File: config.mk
export PLATFORM = sky130hd
export DESIGN_NAME = imem_boot_loader
export DESIGN_NICKNAME = d
export VERILOG_FILES = /design/src/rtl/imem_boot_loader.sv
export SDC_FILE = /design/constraint.sdc
export NUM_CORES = 1
export LEC_CHECK = 0
export CAP_MARGIN = 30
export CORE_AREA = 2 2 110 112
export CTS_CLUSTER_DIAMETER = 100
export DETAILED_ROUTE_END_ITERATION = 10
export DIE_AREA = 0 0 112 114
export HOLD_SLACK_MARGIN = 0.1
export PLACE_DENSITY = 0.53
export SLEW_MARGIN = 15
export SYNTH_ARGS = -nofsm -noshare
export SYNTH_HDL_FRONTEND = slang
export SYNTH_SLANG_ARGS = --single-unit
File: constraint.sdc
create_clock -name clk -period 2.74 [get_ports clk]
set_clock_uncertainty 0.1 [all_clocks]
set_input_delay 0.548 -clock clk [delete_from_list [all_inputs] [get_ports clk]]
set_output_delay 0.548 -clock clk [all_outputs]
set_load 0.01 [all_outputs]
File: src/rtl/imem_boot_loader.sv
// imem_boot_loader
// ----------------
// Self-timed boot loader for the pipeline's instruction memory. It holds the
// core in reset and clears the memory. It then streams program words in over
// a valid/ready interface, optionally pads the unused tail with PAD_WORD, and
// releases the core HOLD_CYCLES cycles after the final write is issued.
// Reloading is possible from RUN or ERR by pulsing start.
//
// Ports:
//   clk, reset         single rising-edge clock, synchronous active-high reset
//   start              begin a load (honoured in IDLE, RUN and ERR only)
//   pad_en             sampled on the s_last handshake: pad remaining words
//   s_valid/s_ready    stream handshake; s_data is the word, s_last ends program
//   instruction_reset  one-cycle memory clear pulse
//   write_signal       memory write enable, with write_address/instruction_write
//   core_reset         pipeline reset, low only in RUN
//   done               high in RUN
//   overflow           sticky: a word arrived with the memory already full
//   word_count         stream words accepted since the last start (no pads)
module imem_boot_loader #(
  parameter int unsigned       DATA_W      = 32,
  parameter int unsigned       ADDR_W      = 8,
  parameter int unsigned       DEPTH       = 256,
  parameter logic [DATA_W-1:0] PAD_WORD    = '0,
  parameter int unsigned       HOLD_CYCLES = 2
) (
  input  logic              clk,
  input  logic              reset,
  input  logic              start,
  input  logic              pad_en,
  input  logic              s_valid,
  output logic              s_ready,
  input  logic [DATA_W-1:0] s_data,
  input  logic              s_last,
  output logic              instruction_reset,
  output logic              write_signal,
  output logic [ADDR_W-1:0] write_address,
  output logic [DATA_W-1:0] instruction_write,
  output logic              core_reset,
  output logic              done,
  output logic              overflow,
  output logic [ADDR_W:0]   word_count
);

  typedef enum logic [2:0] {
    S_IDLE  = 3'd0,
    S_CLEAR = 3'd1,
    S_LOAD  = 3'd2,
    S_PAD   = 3'd3,
    S_HOLD  = 3'd4,
    S_RUN   = 3'd5,
    S_ERR   = 3'd6
  } state_t;

  // Address is one bit wider than the memory index so "full" (== DEPTH) is
  // representable without wrapping.
  localparam logic [ADDR_W:0] DEPTH_C = (ADDR_W + 1)'(DEPTH);
  localparam logic [ADDR_W:0] LAST_C  = (ADDR_W + 1)'(DEPTH - 1);
  localparam logic [ADDR_W:0] ONE_A   = (ADDR_W + 1)'(1);
  localparam int unsigned     HOLD_W  = (HOLD_CYCLES > 1) ? $clog2(HOLD_CYCLES) : 1;
  localparam logic [HOLD_W-1:0] HOLD_LAST_C = HOLD_W'(HOLD_CYCLES - 1);
  localparam logic [HOLD_W-1:0] HOLD_ONE_C  = HOLD_W'(1);

  state_t              state_q, state_d;
  logic [ADDR_W:0]     addr_q, addr_d;
  logic [HOLD_W-1:0]   hold_cnt_q, hold_cnt_d;
  logic                s_ready_q, s_ready_d;
  logic                instruction_reset_q, instruction_reset_d;
  logic                write_signal_q, write_signal_d;
  logic [ADDR_W-1:0]   write_address_q, write_address_d;
  logic [DATA_W-1:0]   instruction_write_q, instruction_write_d;
  logic                core_reset_q, core_reset_d;
  logic                done_q, done_d;
  logic                overflow_q, overflow_d;
  logic [ADDR_W:0]     word_count_q, word_count_d;
  logic                handshake;

  // s_ready is registered, so the handshake uses the value the source saw.
  assign handshake = s_valid & s_ready_q;

  // Next-state, counter and next-output logic.
  always_comb begin
    state_d             = state_q;
    addr_d              = addr_q;
    hold_cnt_d          = hold_cnt_q;
    word_count_d        = word_count_q;
    overflow_d          = overflow_q;
    instruction_reset_d = 1'b0;
    write_signal_d      = 1'b0;
    write_address_d     = write_address_q;
    instruction_write_d = instruction_write_q;

    case (state_q)
      S_IDLE, S_RUN, S_ERR: begin
        if (start) begin
          state_d             = S_CLEAR;
          addr_d              = '0;
          word_count_d        = '0;
          overflow_d          = 1'b0;
          instruction_reset_d = 1'b1;
        end else begin
          state_d = state_q;
        end
      end
      S_CLEAR: begin
        state_d = S_LOAD;
      end
      S_LOAD: begin
        if (handshake) begin
          if (addr_q < DEPTH_C) begin
            write_signal_d      = 1'b1;
            write_address_d     = addr_q[ADDR_W-1:0];
            instruction_write_d = s_data;
            addr_d              = addr_q + ONE_A;
            word_count_d        = word_count_q + ONE_A;
            if (s_last) begin
              // Pad only if at least one address remains after this word.
              if (pad_en && (addr_d < DEPTH_C)) begin
                state_d = S_PAD;
              end else begin
                state_d    = S_HOLD;
                hold_cnt_d = '0;
              end
            end else begin
              state_d = S_LOAD;
            end
          end else begin
            // Memory already full: drop the word and flag it.
            overflow_d = 1'b1;
            state_d    = S_ERR;
          end
        end else begin
          state_d = S_LOAD;
        end
      end
      S_PAD: begin
        write_signal_d      = 1'b1;
        write_address_d     = addr_q[ADDR_W-1:0];
        instruction_write_d = PAD_WORD;
        addr_d              = addr_q + ONE_A;
        if (addr_q == LAST_C) begin
          state_d    = S_HOLD;
          hold_cnt_d = '0;
        end else begin
          state_d = S_PAD;
        end
      end
      S_HOLD: begin
        // HOLD is entered on the final write's edge; leave after HOLD_CYCLES edges.
        if (hold_cnt_q == HOLD_LAST_C) begin
          state_d = S_RUN;
        end else begin
          hold_cnt_d = hold_cnt_q + HOLD_ONE_C;
        end
      end
      default: begin
        state_d = S_IDLE;
      end
    endcase

    // Level outputs follow the state being entered so they are registered
    // alongside it.
    s_ready_d    = (state_d == S_LOAD);
    core_reset_d = (state_d != S_RUN);
    done_d       = (state_d == S_RUN);
  end

  // State, counters and registered outputs with synchronous reset.
  always_ff @(posedge clk) begin
    if (reset) begin
      state_q             <= S_IDLE;
      addr_q              <= '0;
      hold_cnt_q          <= '0;
      s_ready_q           <= 1'b0;
      instruction_reset_q <= 1'b0;
      write_signal_q      <= 1'b0;
      write_address_q     <= '0;
      instruction_write_q <= '0;
      core_reset_q        <= 1'b1;
      done_q              <= 1'b0;
      overflow_q          <= 1'b0;
      word_count_q        <= '0;
    end else begin
      state_q             <= state_d;
      addr_q              <= addr_d;
      hold_cnt_q          <= hold_cnt_d;
      s_ready_q           <= s_ready_d;
      instruction_reset_q <= instruction_reset_d;
      write_signal_q      <= write_signal_d;
      write_address_q     <= write_address_d;
      instruction_write_q <= instruction_write_d;
      core_reset_q        <= core_reset_d;
      done_q              <= done_d;
      overflow_q          <= overflow_d;
      word_count_q        <= word_count_d;
    end
  end

  assign s_ready           = s_ready_q;
  assign instruction_reset = instruction_reset_q;
  assign write_signal      = write_signal_q;
  assign write_address     = write_address_q;
  assign instruction_write = instruction_write_q;
  assign core_reset        = core_reset_q;
  assign done              = done_q;
  assign overflow          = overflow_q;
  assign word_count        = word_count_q;

endmodule

==> Yosys cells after proc, flatten, opt, wreduce, memory -nomap -nowiden <==
Cells that the tools add are included.
{ "word_totals": {"ff_bits": 68, "input_bits": 38, "out_inout_bits": 55, "elab_cells": 85} }
{ "classes": {"n_addsub": 3, "n_lt_le_gt_ge": 2, "eq_ne": 17, "n_mux": 36, "n_bitwise": 2, "n_reduce_logical": 13} }
{ "ops": {"columns": ["op", "n"], "rows": [
  ["two-way mux 32 bit", 2],
  ["one-hot mux 32 bit (2 select lines)", 1],
  ["two-way mux 9 bit", 5],
  ["one-hot mux 9 bit (3 select lines)", 1],
  ["two-way mux 3 bit", 7],
  ["adder 9 x 1 -> 9 bit (second input constant)", 2],
  ["less-than comparator 9 bit (second input constant)", 2],
  ["one-hot mux 9 bit (2 select lines)", 1],
  ["two-way mux 8 bit", 2],
  ["one-hot mux 8 bit (2 select lines)", 1],
  ["one-hot mux 3 bit (5 select lines)", 1],
  ["inequality test 2 bit (second input constant)", 7],
  ["== test 3 bit (second input constant)", 4],
  ["two-way mux 1 bit", 12],
  ["AND reduction 4 bit", 3],
  ["== test 3 x 2 -> 1 bit (second input constant)", 3],
  ["== test 9 x 8 -> 1 bit (second input constant)", 1],
  ["AND reduction 6 bit", 1],
  ["nonzero test 3 bit", 2],
  ["one-hot mux 1 bit (2 select lines)", 2],
  ["nonzero test 2 bit", 2],
  ["== test 3 x 1 -> 1 bit (second input constant)", 1],
  ["zero test 3 bit", 1],
  ["inequality test 3 bit (second input constant)", 1],
  ["other kinds (8)", 8]
]} }

==> Longest topological paths before layout <==
Gate-level depths: netlist (run 1).
{ "logic_depth": {"depth_word": 9, "mapped_depth": 9, "mapped_depth_nobuf": 9} }

==> Worst setup path after synthesis (run 1) <==
OpenSTA, ideal clock, no wires.
{ "synth_timing": {"path_kind": "flip-flop to flip-flop", "start": "register addr_q[0]", "end": "register done_q (netlist: done)", "setup_ns": 0.060, "arrival_time_ns": 1.984, "t_required_ns": 2.580, "setup_slack_ns": 0.596, "path_stages_with_launch": 10, "n_path_buf": 0, "period_less_slack_ns": 2.144, "cell_sequence": "dfxtp_1 -> ha_1 -> and3_1 -> nand3_1 -> nor2_1 -> ha_1 -> a21boi_0 -> o22ai_1 -> a211oi_1 -> and3_1"} }
{ "synth_between": {"elab_chain_cells": 9, "elab_cells_between_ends": 12, "cone_classes": "add/sub (1); order compare (2); eq/ne (2); mux (6); reduce/logical (1)"} }
{ "synth_rtl": {"columns": ["element", "line_no", "source"], "rows": [
  ["start: declaration", "65", "logic [ADDR_W:0] addr_q, addr_d;"],
  ["start signal: assignment", "185", "addr_q <= addr_d;"],
  ["adder 9 x 1 -> 9 bit", "114", "addr_d = addr_q + ONE_A;"],
  ["less-than comparator 9 bit", "118", "if (pad_en && (addr_d < DEPTH_C)) begin"],
  ["logical AND 1 bit", "118", null],
  ["two-way mux 3 bit", "118", null],
  ["two-way mux 3 bit", "116", "if (s_last) begin"],
  ["two-way mux 3 bit", "110", "if (addr_q < DEPTH_C) begin"],
  ["two-way mux 3 bit", "109", "if (handshake) begin"],
  ["one-hot mux 3 bit (5 select lines) (*)", "93", "case (state_q)"],
  ["== test 3 bit (*)", "165", "done_d = (state_d == S_RUN);"],
  ["end signal: assignment", "193", "done_q <= done_d;"],
  ["end: declaration", "73", "logic done_q, done_d;"]
]} }
Mark *: on every way between the ends. The rest lies on a longest branch, timed or not.
A chain may end at the register's enable or synchronous reset.

==> Final worst setup path (run 1) <==
{ "layout_timing": {"start": "register addr_q[1]", "end": "register done_q (netlist: done)"} }
The elaborated chain is that of the path after synthesis.

==> results.py, run 1 <==
metrics = {
    "status": {
        "status": "complete, no violations",
    },
    "clocking": {
        "numCtsBuffers": 9,
        "insertion_delay_ns": 0.32,
        "cts.sinks": 68,
        "clkTransAtPathRegs_ns": 0.05,
        "cts-hold-fix-buffers": 0,
        "cts_resized": 0,
        "cts.path.max_buffers": 2,
        "htree_levels": 3,
        "cts_tree": "done",
        "postCtsSetupBuffers": 0,
        "clock-root-buffer": "clkbuf_16",
    },
    "route": {
        "via_per_inst": 4.65,
        "wirelength_um": 7580,
        "vias": 2550,
        "drt_iter0_drc": 80,
        "firstDrtPassIters": 4,
        "final_antenna_net_count": 0,
        "avgRoutedWirePerCell_um": 13.8,
        "drc": 0,
    },
    "logic_synthesis": {
        "synth.distinct_cells": 47,
        "synthAdderAreaFrac": 0.0132,
        "synth_area_mm2": 0.00285,
        "ys.flop_type": "dfxtp_1",
        "synthesis.instances": 313,
        "ys_seq_elements": 68,
        "synth_top_family_by_area": "simple AND/OR/NAND/NOR gates",
        "synth_nets": 354,
        "ys_seq_area_frac": 0.478,
        "synthMuxAreaShare": 0.0281,
        "synth_top_area_frac": 0.478,
        "synth_area_leader_cell": "dfxtp_1",
        "synth_edf_count": 0,
        "avgSynthCellArea_um2": 9.10,
        "ys_top_cells_by_area": "dfxtp_1 (48%), a22oi_1 (8.4%), nor2_1 (5.7%), a21oi_1 (3.7%), nand2_1 (3.4%)",
        "synth_xor_area_frac": 0.0123,
        "synth_simple_gate_area_share": 0.231,
        "ys_warn_count": 0,
        "synth_compound_area_frac": 0.194,
        "synthArstFlopShare": 0,
    },
    "worst_setup_path": {
        "startpoint_type": "register",
        "critPathArrivalTime_ns": 2.57,
        "cp_slowest_cell": "a211oi_1",
        "crit_type": "reg2reg",
        "worst-path-max-fanout": 5,
        "cp_data_required_time_ns": 2.91,
        "max_stage_delay_ns": 0.41,
        "cp-end-kind": "register",
        "worstPathCellList": "ha_1 -> and3_1 -> nand3_1 -> nor2_1 -> ha_1 -> a21boi_0 -> o22ai_1 -> a211oi_1 -> and3_1",
    },
    "flow_run": {
        "drv_cap": 0,
    },
    "global_route": {
        "overflow": 0,
        "grt_pass1_vias": 2597,
        "antenna_found_initial": 0,
        "grt_usage": 0.122,
        "grt_max_degree": 49,
        "grt_pass1_wl_um": 12500,
    },
    "floorplan": {
        "io_pins": 93,
        "die-height_um": 114,
        "start_util": 0.243,
        "num_rows": 40,
        "dieArea_mm2": 0.0128,
        "fp.coreArea_mm2": 0.0117,
        "die_x_um": 112,
    },
    "sta": {
        "period_share": 0.879,
        "fmax_ghz": 0.415,
        "setup_viol": 0,
        "final.setup.tns_ns": 0,
        "worst_pin_slew_ns": 0.826,
        "rsz0062_at_grt": "no",
        "slew_viol_final": 0,
        "hold_violations": 0,
        "final.min_clock_period_ns": 2.41,
        "slew-limit-headroom": 0.449,
    },
    "placed_design": {
        "port_buffers": 92,
        "routabilityCongestion": 0.784,
        "hpwl_um": 5260,
    },
    "finish": {
        "syn_to_final_growth_pct": 46.0,
        "antennaDiodeCount": 0,
        "fin_nets": 440,
        "drive_above_1_share": 0.0723,
    },
    "pwr": {
        "power_mw": 2.35,
        "power_leakage_nw": 1.39,
        "power.density_mw_per_mm2": 565,
        "peakVddDrop_uv": 253,
    },
    "hold_path": {
        "min_path_type": "reg2reg",
    },
}
## Yosys cell counts, drive strengths merged (4+ instances only)
| library cell | instances |
|---|---|
| nand2b | 6 |
| clkbuf | 14 |
| nand3b | 11 |
| inv | 4 |
| nand2 | 26 |
| buf | 10 |
| a21oi | 21 |
| or3b | 10 |
| o21ai | 4 |
| mux2i | 8 |
| and3 | 4 |
| nor2 | 44 |
| dfxtp | 68 |
| nand3 | 14 |
| a22oi | 32 |
## where the power goes
part | switching (mW) | internal, mW
registers | 0.0272 | 1.01
clock network | 0.397 | 0.593
logic | 0.171 | 0.150
total | 0.595 | 1.75
## logic make-up after synthesis
| logic type | Yosys count |
|---|---|
| simple gates | 128 |
| mux | 8 |
| xor+xnor | 4 |
| buf+inv | 28 |
| flops | 68 |
| fa+ha+maj | 3 |
| compound gates | 74 |
## stage by stage
step / std cells / utilization / hold WS [ns] / setup slack, ns / cell area, µm²
5_1_grt: 548 / 0.355 / 0.377 / 0.0372 / 4160
2_1_floorplan: 313 / - / 0.350 / 0.596 / 2850
3_3_place_gp: 535 / 0.334 / 0.349 / 0.304 / 3910
4_1_cts: 548 / 0.355 / 0.357 / 0.314 / 4160
3_5_place_dp: 535 / 0.334 / 0.350 / 0.276 / 3910
6_report: 548 / 0.355 / 0.353 / 0.332 / 4160
## worst max-delay path, delay by kind of cell (launching register included)
family                   cells  cell delay, ns
flip-flops                   1            0.38
AO/OA/AOI/OAI                3            0.80
adder cells (fa/ha/maj)      2            0.43
AND/OR/NAND/NOR              4            0.62
## metal layers
| metal | up-vias | wire, µm | global-route usage |
|---|---|---|---|
| met5 | - | 0 | 0 |
| met4 | 0 | 38 | 0.0390 |
| met3 | 4 | 521 | 0.0547 |
| met2 | 69 | 3620 | 0.201 |
| met1 | 1188 | 3390 | 0.144 |
| li1 | 1289 | - | - |
## registers in the layout, indices dropped and copies added, names as in the netlist
name,count
core_reset,1
s_ready,1
done,1
write_signal,1
hold_cnt_q,1
write_address,8
overflow,1
instruction_write,32
state_q,3
instruction_reset,1
addr_q,9
word_count,9
## worst paths after layout
path / slack [ns] / endpoint / cells past startpoint / startpoint
worst max-delay path: 0.33 / done / 9 / addr_q[1]
worst min-delay path: 0.35 / write_address[3] / 2 / write_address[3]
worst max register to register: 0.33 / done / 9 / addr_q[1]
worst min register to register: 0.35 / write_address[3] / 2 / write_address[3]
## final cells by class
type / count / area, µm²
clock inverter: 3 / 17.5
sequential: 68 / 1360
tap: 147 / 184
timing repair buffer: 99 / 981
inverter: 4 / 15.0
clock buffer: 10 / 229
multi-input combinational: 217 / 1370
fill: 1219 / 7550
## cell usage in the layout, fill, tap and decap left out, types with 2 or more instances in the layout
master	instances
a2111oi_4	2
a21boi_1	2
a21oi_1	21
a22oi_1	32
and3_1	4
buf_4	6
clkbuf_16	9
clkdlybuf4s50_1	91
clkinv_2	2
dfxtp_1	68
ha_1	3
inv_1	4
mux2i_1	8
nand2_1	26
nand2b_1	6
nand3_1	14
nand3b_1	11
nor2_1	43
nor3_1	2
nor4_1	3
o21ai_1	2
or3b_1	10
xnor2_1	3
No activity file was read; power rests on OpenSTA's default activity.
==> run 2: changes to the inputs <==
--- a/config.mk
+++ b/config.mk
@@ -10,6 +10,7 @@
 export CTS_CLUSTER_DIAMETER = 100
 export DETAILED_ROUTE_END_ITERATION = 10
 export DIE_AREA = 0 0 112 114
+export GPL_TIMING_DRIVEN = 0
 export HOLD_SLACK_MARGIN = 0.1
 export PLACE_DENSITY = 0.53
 export SLEW_MARGIN = 15
==> results.py, run 2 (same netlist as run 1, synthesis figures left out) <==
metrics = {
    "status": {
        "status": "complete, no violations",
    },
    "worst_setup_path": {
        "startpoint_type": "register",
        "crit_type": "reg2reg",
        "r2r_slack_ns": 0.29,
        "worst-path-max-fanout": 6,
        "cp_data_required_time_ns": 2.92,
        "r2r_start": "addr_q[0]",
        "critPathArrivalTime_ns": 2.62,
        "timing.rr.end": "done",
        "cp-end-kind": "register",
        "rr_worst_depth": 9,
    },
    "pwr": {
        "pwr-share-clk": 0.448,
        "switching_share": 0.254,
        "p_comb_frac": 0.137,
        "power_leakage_nw": 1.44,
        "peakVddDrop_uv": 290,
        "power.internal_mw": 1.85,
        "p_seq_frac": 0.414,
        "p_switching_mw": 0.631,
        "power.density_mw_per_mm2": 585,
    },
    "route": {
        "drc": 0,
        "final_antenna_net_count": 0,
        "firstDrtPassIters": 4,
        "wirelength_um": 8000,
        "via_per_inst": 4.73,
        "avgRoutedWirePerCell_um": 14.1,
        "drt_iter0_drc": 133,
        "vias": 2684,
    },
    "sta": {
        "hold_violations": 0,
        "slew_viol_final": 0,
        "final.min_clock_period_ns": 2.45,
        "setup_viol": 0,
        "slew-limit-headroom": 0.601,
        "worst_pin_slew_ns": 0.598,
        "period_share": 0.892,
        "fmax_ghz": 0.409,
        "rsz0062_at_grt": "no",
        "final.setup.tns_ns": 0,
    },
    "flow_run": {
        "drv_cap": 0,
    },
    "finish": {
        "drive_above_1_share": 0.0831,
        "layout_common_cells": "clkdlybuf4s50_1 (92), dfxtp_1 (68), nor2_1 (43)",
        "multiInputGateArea_mm2": 0.00137,
        "largest_register_ffs": 32,
        "fin_nets": 457,
        "fill_cells": 1248,
        "stdcell_count": 568,
        "syn_to_final_growth_pct": 49.1,
        "mostFrequentLayoutCell": "clkdlybuf4s50_1",
        "antennaDiodeCount": 0,
        "seqCellArea_mm2": 0.00136,
    },
    "clocking": {
        "cts.sinks": 68,
        "clkTransAtPathRegs_ns": 0.06,
        "insertion_delay_ns": 0.33,
        "htree_levels": 3,
        "numCtsBuffers": 9,
        "clock-root-buffer": "clkbuf_16",
        "cts-hold-fix-buffers": 0,
        "cts.path.max_buffers": 2,
        "postCtsSetupBuffers": 0,
        "cts_tree": "done",
    },
    "hold_path": {
        "min_to": "write_address[5]",
        "min_path_type": "reg2reg",
        "hold_depth": 2,
        "holdCritStartpoint": "write_address[5]",
    },
    "floorplan": {
        "dieArea_mm2": 0.0128,
        "num_rows": 40,
        "io_pins": 93,
        "die-height_um": 114,
        "die_x_um": 112,
        "start_util": 0.243,
        "fp.coreArea_mm2": 0.0117,
    },
    "global_route": {
        "grt_pass1_wl_um": 12800,
        "antenna_found_initial": 0,
        "grt_pass1_vias": 2645,
        "grt_max_degree": 12,
        "grt_usage": 0.126,
        "overflow": 0,
    },
    "placed_design": {
        "hpwl_um": 5760,
        "port_buffers": 92,
        "place_inst": 552,
        "routabilityCongestion": 0.769,
    },
}
## run 2: cell types whose count changed in the layout (fill, tap and decap cells not counted)
cell | previous run | this run
clkbuf_1 | 1 | 15
buf_2 | 1 | 9
buf_4 | 6 | 0
clkbuf_8 | 0 | 3
a211oi_1 | 1 | 0
a211oi_2 | 1 | 2
buf_12 | 1 | 0
buf_6 | 0 | 1
clkdlybuf4s50_1 | 91 | 92
clkinv_2 | 2 | 1
clkinvlp_4 | 1 | 2
o21ai_2 | 0 | 1
o21ai_4 | 1 | 0
## run 2: through the flow
step / instance area (µm²) / power, mW / worst slack (ns) / hold WS [ns] / utilization
floorplan: 2850 / 1.25 / 0.596 / 0.350 / -
global placement: 3950 / 1.39 / 0.107 / 0.347 / 0.338
detailed placement: 3950 / 1.39 / 0.0961 / 0.350 / 0.338
CTS: 4240 / 2.51 / 0.142 / 0.358 / 0.362
global route: 4250 / 2.60 / 0.125 / 0.375 / 0.363
finish: 4250 / 2.48 / 0.295 / 0.354 / 0.363
## run 2: what timing repair did
item,in CTS,in global routing
hold endpoints to repair,0,0
resized for setup,0,1
setup endpoints to repair,0,3
## run 2: worst max path at each step
stage                                 to  depth (start not counted)       from
finish                              done                          9  addr_q[0]
detailed placement         word_count[8]                          6    s_valid
global route                  core_reset                          9  addr_q[0]
floorplan                           done                          9  addr_q[0]
global placement    instruction_write[2]                          5      reset
CTS                           core_reset                          9  addr_q[0]
## run 2: power by group through the flow
stage / sequential, mW / clock, mW / combinational [mW]
2_1_floorplan: 1.05 / 0 / 0.195
3_3_place_gp: 1.05 / 0 / 0.340
3_5_place_dp: 1.05 / 0 / 0.340
4_1_cts: 1.03 / 1.14 / 0.342
5_1_grt: 1.03 / 1.19 / 0.379
6_report: 1.03 / 1.11 / 0.341
## run 2: cell type report
class,instances,area share
tap,147,0.0433
inverter,4,0.00353
buffer,24,0.0256
clock buffer,13,0.0636
sequential,68,0.320
multi-input combinational,217,0.322
timing repair buffer,92,0.217
clock inverter,3,0.00471
## run 2: critical path: stages, from the launching register on
cell and delay [ns]:
dfxtp_1 0.42, ha_1 0.20, and3_1 0.18, nand3_1 0.12
nor2_1 0.14, ha_1 0.27, a21boi_0 0.27, o22ai_1 0.19
a211oi_2 0.32, and3_1 0.19
## run 2: layer usage
layer | GRT usage | wire [µm] | vias to the layer above | part of all wire
met5 | 0 | 0 | - | 0
met4 | 0.0707 | 214 | 0 | 0.027
met3 | 0.0399 | 514 | 17 | 0.064
met2 | 0.208 | 3760 | 80 | 0.47
met1 | 0.145 | 3500 | 1263 | 0.44
li1 | - | - | 1324 | -
==> run 3: changes to the inputs <==
==> config.mk (replaced) <==
export PLATFORM = sky130hd
export DESIGN_NAME = imem_boot_loader
export DESIGN_NICKNAME = d
export VERILOG_FILES = /design/src/rtl/imem_boot_loader.sv
export SDC_FILE = /design/constraint.sdc
export NUM_CORES = 1
export LEC_CHECK = 0
export ABC_AREA = 1
export CAP_MARGIN = 30
export CORE_AREA = 2 2 112 114
export CTS_CLUSTER_DIAMETER = 100
export DETAILED_ROUTE_END_ITERATION = 10
export DIE_AREA = 0 0 114 116
export GPL_TIMING_DRIVEN = 0
export HOLD_SLACK_MARGIN = 0.1
export PLACE_DENSITY = 0.55
export SLEW_MARGIN = 15
export SYNTH_ARGS = -nofsm -noshare
export SYNTH_HDL_FRONTEND = slang
export SYNTH_SLANG_ARGS = --single-unit
export TNS_END_PERCENT = 100
==> constraint.sdc (replaced) <==
create_clock -name clk -period 2.15 [get_ports clk]
set_clock_uncertainty 0.1 [all_clocks]
set_input_delay 0.43 -clock clk [delete_from_list [all_inputs] [get_ports clk]]
set_output_delay 0.43 -clock clk [all_outputs]
set_load 0.01 [all_outputs]
==> results.py, run 3 <==
metrics = {
    "route": {
        "vias": 2939,
        "final_antenna_net_count": 0,
        "avgRoutedWirePerCell_um": 12.4,
        "drc": 0,
        "drt_iter0_drc": 227,
        "firstDrtPassIters": 4,
        "via_per_inst": 4.39,
        "wirelength_um": 8300,
    },
    "floorplan": {
        "fp.coreArea_mm2": 0.0119,
        "die-height_um": 116,
        "die_x_um": 114,
        "dieArea_mm2": 0.0132,
        "io_pins": 93,
        "start_util": 0.249,
        "num_rows": 40,
    },
    "sta": {
        "worst_pin_slew_ns": 0.554,
        "fmax_ghz": 0.503,
        "whs_ns": 0.351,
        "layout_setup_ws_ns": 0.163,
        "hold_violations": 0,
        "final.min_clock_period_ns": 1.99,
        "setup_viol": 0,
        "slew_viol_final": 0,
        "slew-limit-headroom": 0.631,
        "period_share": 0.924,
    },
    "finish": {
        "layout_common_cells": "nand2_1 (136), clkdlybuf4s50_1 (91), dfxtp_1 (66)",
        "largest_register_ffs": 32,
        "drive_above_1_share": 0.0899,
        "fill_cells": 1267,
        "syn_to_final_growth_pct": 46.6,
        "final_util": 0.365,
        "antennaDiodeCount": 0,
        "fin_nets": 560,
        "mostFrequentLayoutCell": "nand2_1",
    },
    "logic_synthesis": {
        "synth_top_area_frac": 0.459,
        "avgSynthCellArea_um2": 7.11,
        "synth_edf_count": 0,
        "synth.distinct_cells": 24,
        "synth_area_mm2": 0.00296,
        "ys.flop_type": "dfxtp_1",
        "synthTopCellsByCount": "nand2_1 (137), dfxtp_1 (68), a21oi_1 (58), nor2_1 (33), inv_1 (31)",
        "ys_seq_elements": 68,
        "synth_nets": 458,
        "yosysMostFrequentCell": "nand2_1",
        "synthArstFlopShare": 0,
        "ys_top_cells_by_area": "dfxtp_1 (46%), nand2_1 (17%), a21oi_1 (9.8%), nor2_1 (4.2%), inv_1 (3.9%)",
        "synth_area_leader_cell": "dfxtp_1",
        "ys_seq_area_frac": 0.459,
        "synthesis.instances": 417,
        "ys_warn_count": 0,
    },
    "hold_path": {
        "min_path_type": "reg2reg",
    },
    "pwr": {
        "p_switching_mw": 1.21,
        "switching_share": 0.329,
        "pwr-share-clk": 0.347,
        "peakVddDrop_uv": 307,
        "power_leakage_nw": 1.61,
        "p_comb_frac": 0.273,
        "power.density_mw_per_mm2": 847,
        "power.internal_mw": 2.47,
        "p_seq_frac": 0.381,
    },
    "placed_design": {
        "routabilityCongestion": 0.802,
        "port_buffers": 91,
        "place_ws_ns": -0.137,
        "hpwl_um": 6000,
    },
    "worst_setup_path": {
        "startpoint_type": "register",
        "cp_num_buf_inv": 2,
        "critPathArrivalTime_ns": 2.11,
        "worstPathCellList": "ha_4 -> nand2_1 -> inv_1 -> nand3_1 -> nor3_2 -> ha_1 -> nand2_1 -> nand2_1 -> nand2_1 -> nand3_1 -> nand3_1 -> inv_1 -> nand2_1 -> nor2_1",
        "crit_top_cell": "nand2_1",
        "cp-end-kind": "register",
        "max_stage_delay_ns": 0.38,
        "cp_data_required_time_ns": 2.27,
        "worst-path-max-fanout": 5,
        "critPathTopFamily": "simple AND/OR/NAND/NOR gates",
        "cp_slowest_cell": "dfxtp_4",
        "crit_type": "reg2reg",
    },
    "global_route": {
        "antenna_found_initial": 0,
        "grt_max_degree": 11,
        "grt_pass1_vias": 2936,
        "overflow": 0,
        "grt_pass1_wl_um": 13800,
        "grt_usage": 0.134,
    },
    "clocking": {
        "postCtsSetupBuffers": 0,
        "clock-root-buffer": "clkbuf_16",
        "clkTransAtPathRegs_ns": 0.06,
        "numCtsBuffers": 9,
        "cts.path.max_buffers": 2,
        "insertion_delay_ns": 0.33,
        "cts.sinks": 68,
        "cts_tree": "done",
        "htree_levels": 3,
    },
    "status": {
        "status": "complete, no violations",
    },
    "flow_run": {
        "drv_cap": 0,
    },
}
## run 3: changes by cell type in the layout (fill, tap and decap cells not counted), sizes merged, moves of 6 or more
| cell | delta |
|---|---|
| nand4 | +8 |
| clkbuf | -8 |
| nand2 | +116 |
| nand3b | -10 |
| a21oi | +37 |
| or3b | -10 |
| inv | +32 |
| a22oi | -32 |
| nand2b | -6 |
| o21ai | +13 |
| mux2i | -8 |
## run 3: cells by family after synthesis
family	Yosys count	synth area share
xor+xnor	5	0.0148
simple gates	214	0.316
flops	68	0.459
fa+ha+maj	3	0.0127
buf+inv	51	0.0680
compound gates	76	0.129
## run 3: final timing paths
path / from / to / slack (ns) / cells after the start
worst max-delay path: addr_q[1] / s_ready / 0.16 / 14
worst min-delay path: overflow / overflow / 0.35 / 2
worst max register to register: addr_q[1] / s_ready / 0.16 / 14
worst min register to register: overflow / overflow / 0.35 / 2
## run 3: per-layer routing
layer	up-vias	share of wire	wire [µm]	GRT usage
li1	1544	-	-	-
met1	1311	0.45	3720	0.162
met2	76	0.47	3870	0.214
met3	8	0.073	608	0.0429
met4	0	0.012	100	0.0659
met5	-	0	0	0
## run 3: area by class of cell
type                            instances  area (µm²)  area share
Buffer                                 15        66.3      0.0153
Clock buffer                           12         236      0.0545
Clock inverter                          3        15.0     0.00346
Inverter                               36         135      0.0311
Multi-Input combinational cell        298        1430       0.328
Sequential cell                        68        1370       0.315
Tap cell                              147         184      0.0424
Timing Repair Buffer                   91         911       0.210
## run 3: per-stage QoR
stage	instance area, µm²	setup TNS [ns]	power, mW	instances
global placement	4060	-0.455	2.41	655
global route	4340	-0.0240	3.94	670
floorplan	2960	0	2.04	417
finish	4340	0	3.68	670
CTS	4310	0	3.72	670
detailed placement	4060	-0.630	2.41	655
## run 3: what timing repair did
item,in CTS,in global routing
hold buffers,0,0
gates resized for setup,2,9
pin swaps,0,1
endpoints found under the setup margin,2,7
## run 3: power groups by stage
stage                     registers [mW]  logic, mW  clock network (mW)
final                               1.40       1.00                1.28
after detailed placement            1.42      0.985                   0
after global placement              1.42      0.983                   0
after global routing                1.41       1.13                1.40
after floorplan                     1.44      0.596                   0
after CTS                           1.40      0.990                1.33
## run 3: worst reg2reg max path, delay by kind of cell, from the launching register on
kind,cells,cell delay (ns)
adders and majority gates,2,0.42
buffers and inverters,2,0.15
DFF,1,0.38
and+or+nand+nor,10,0.84
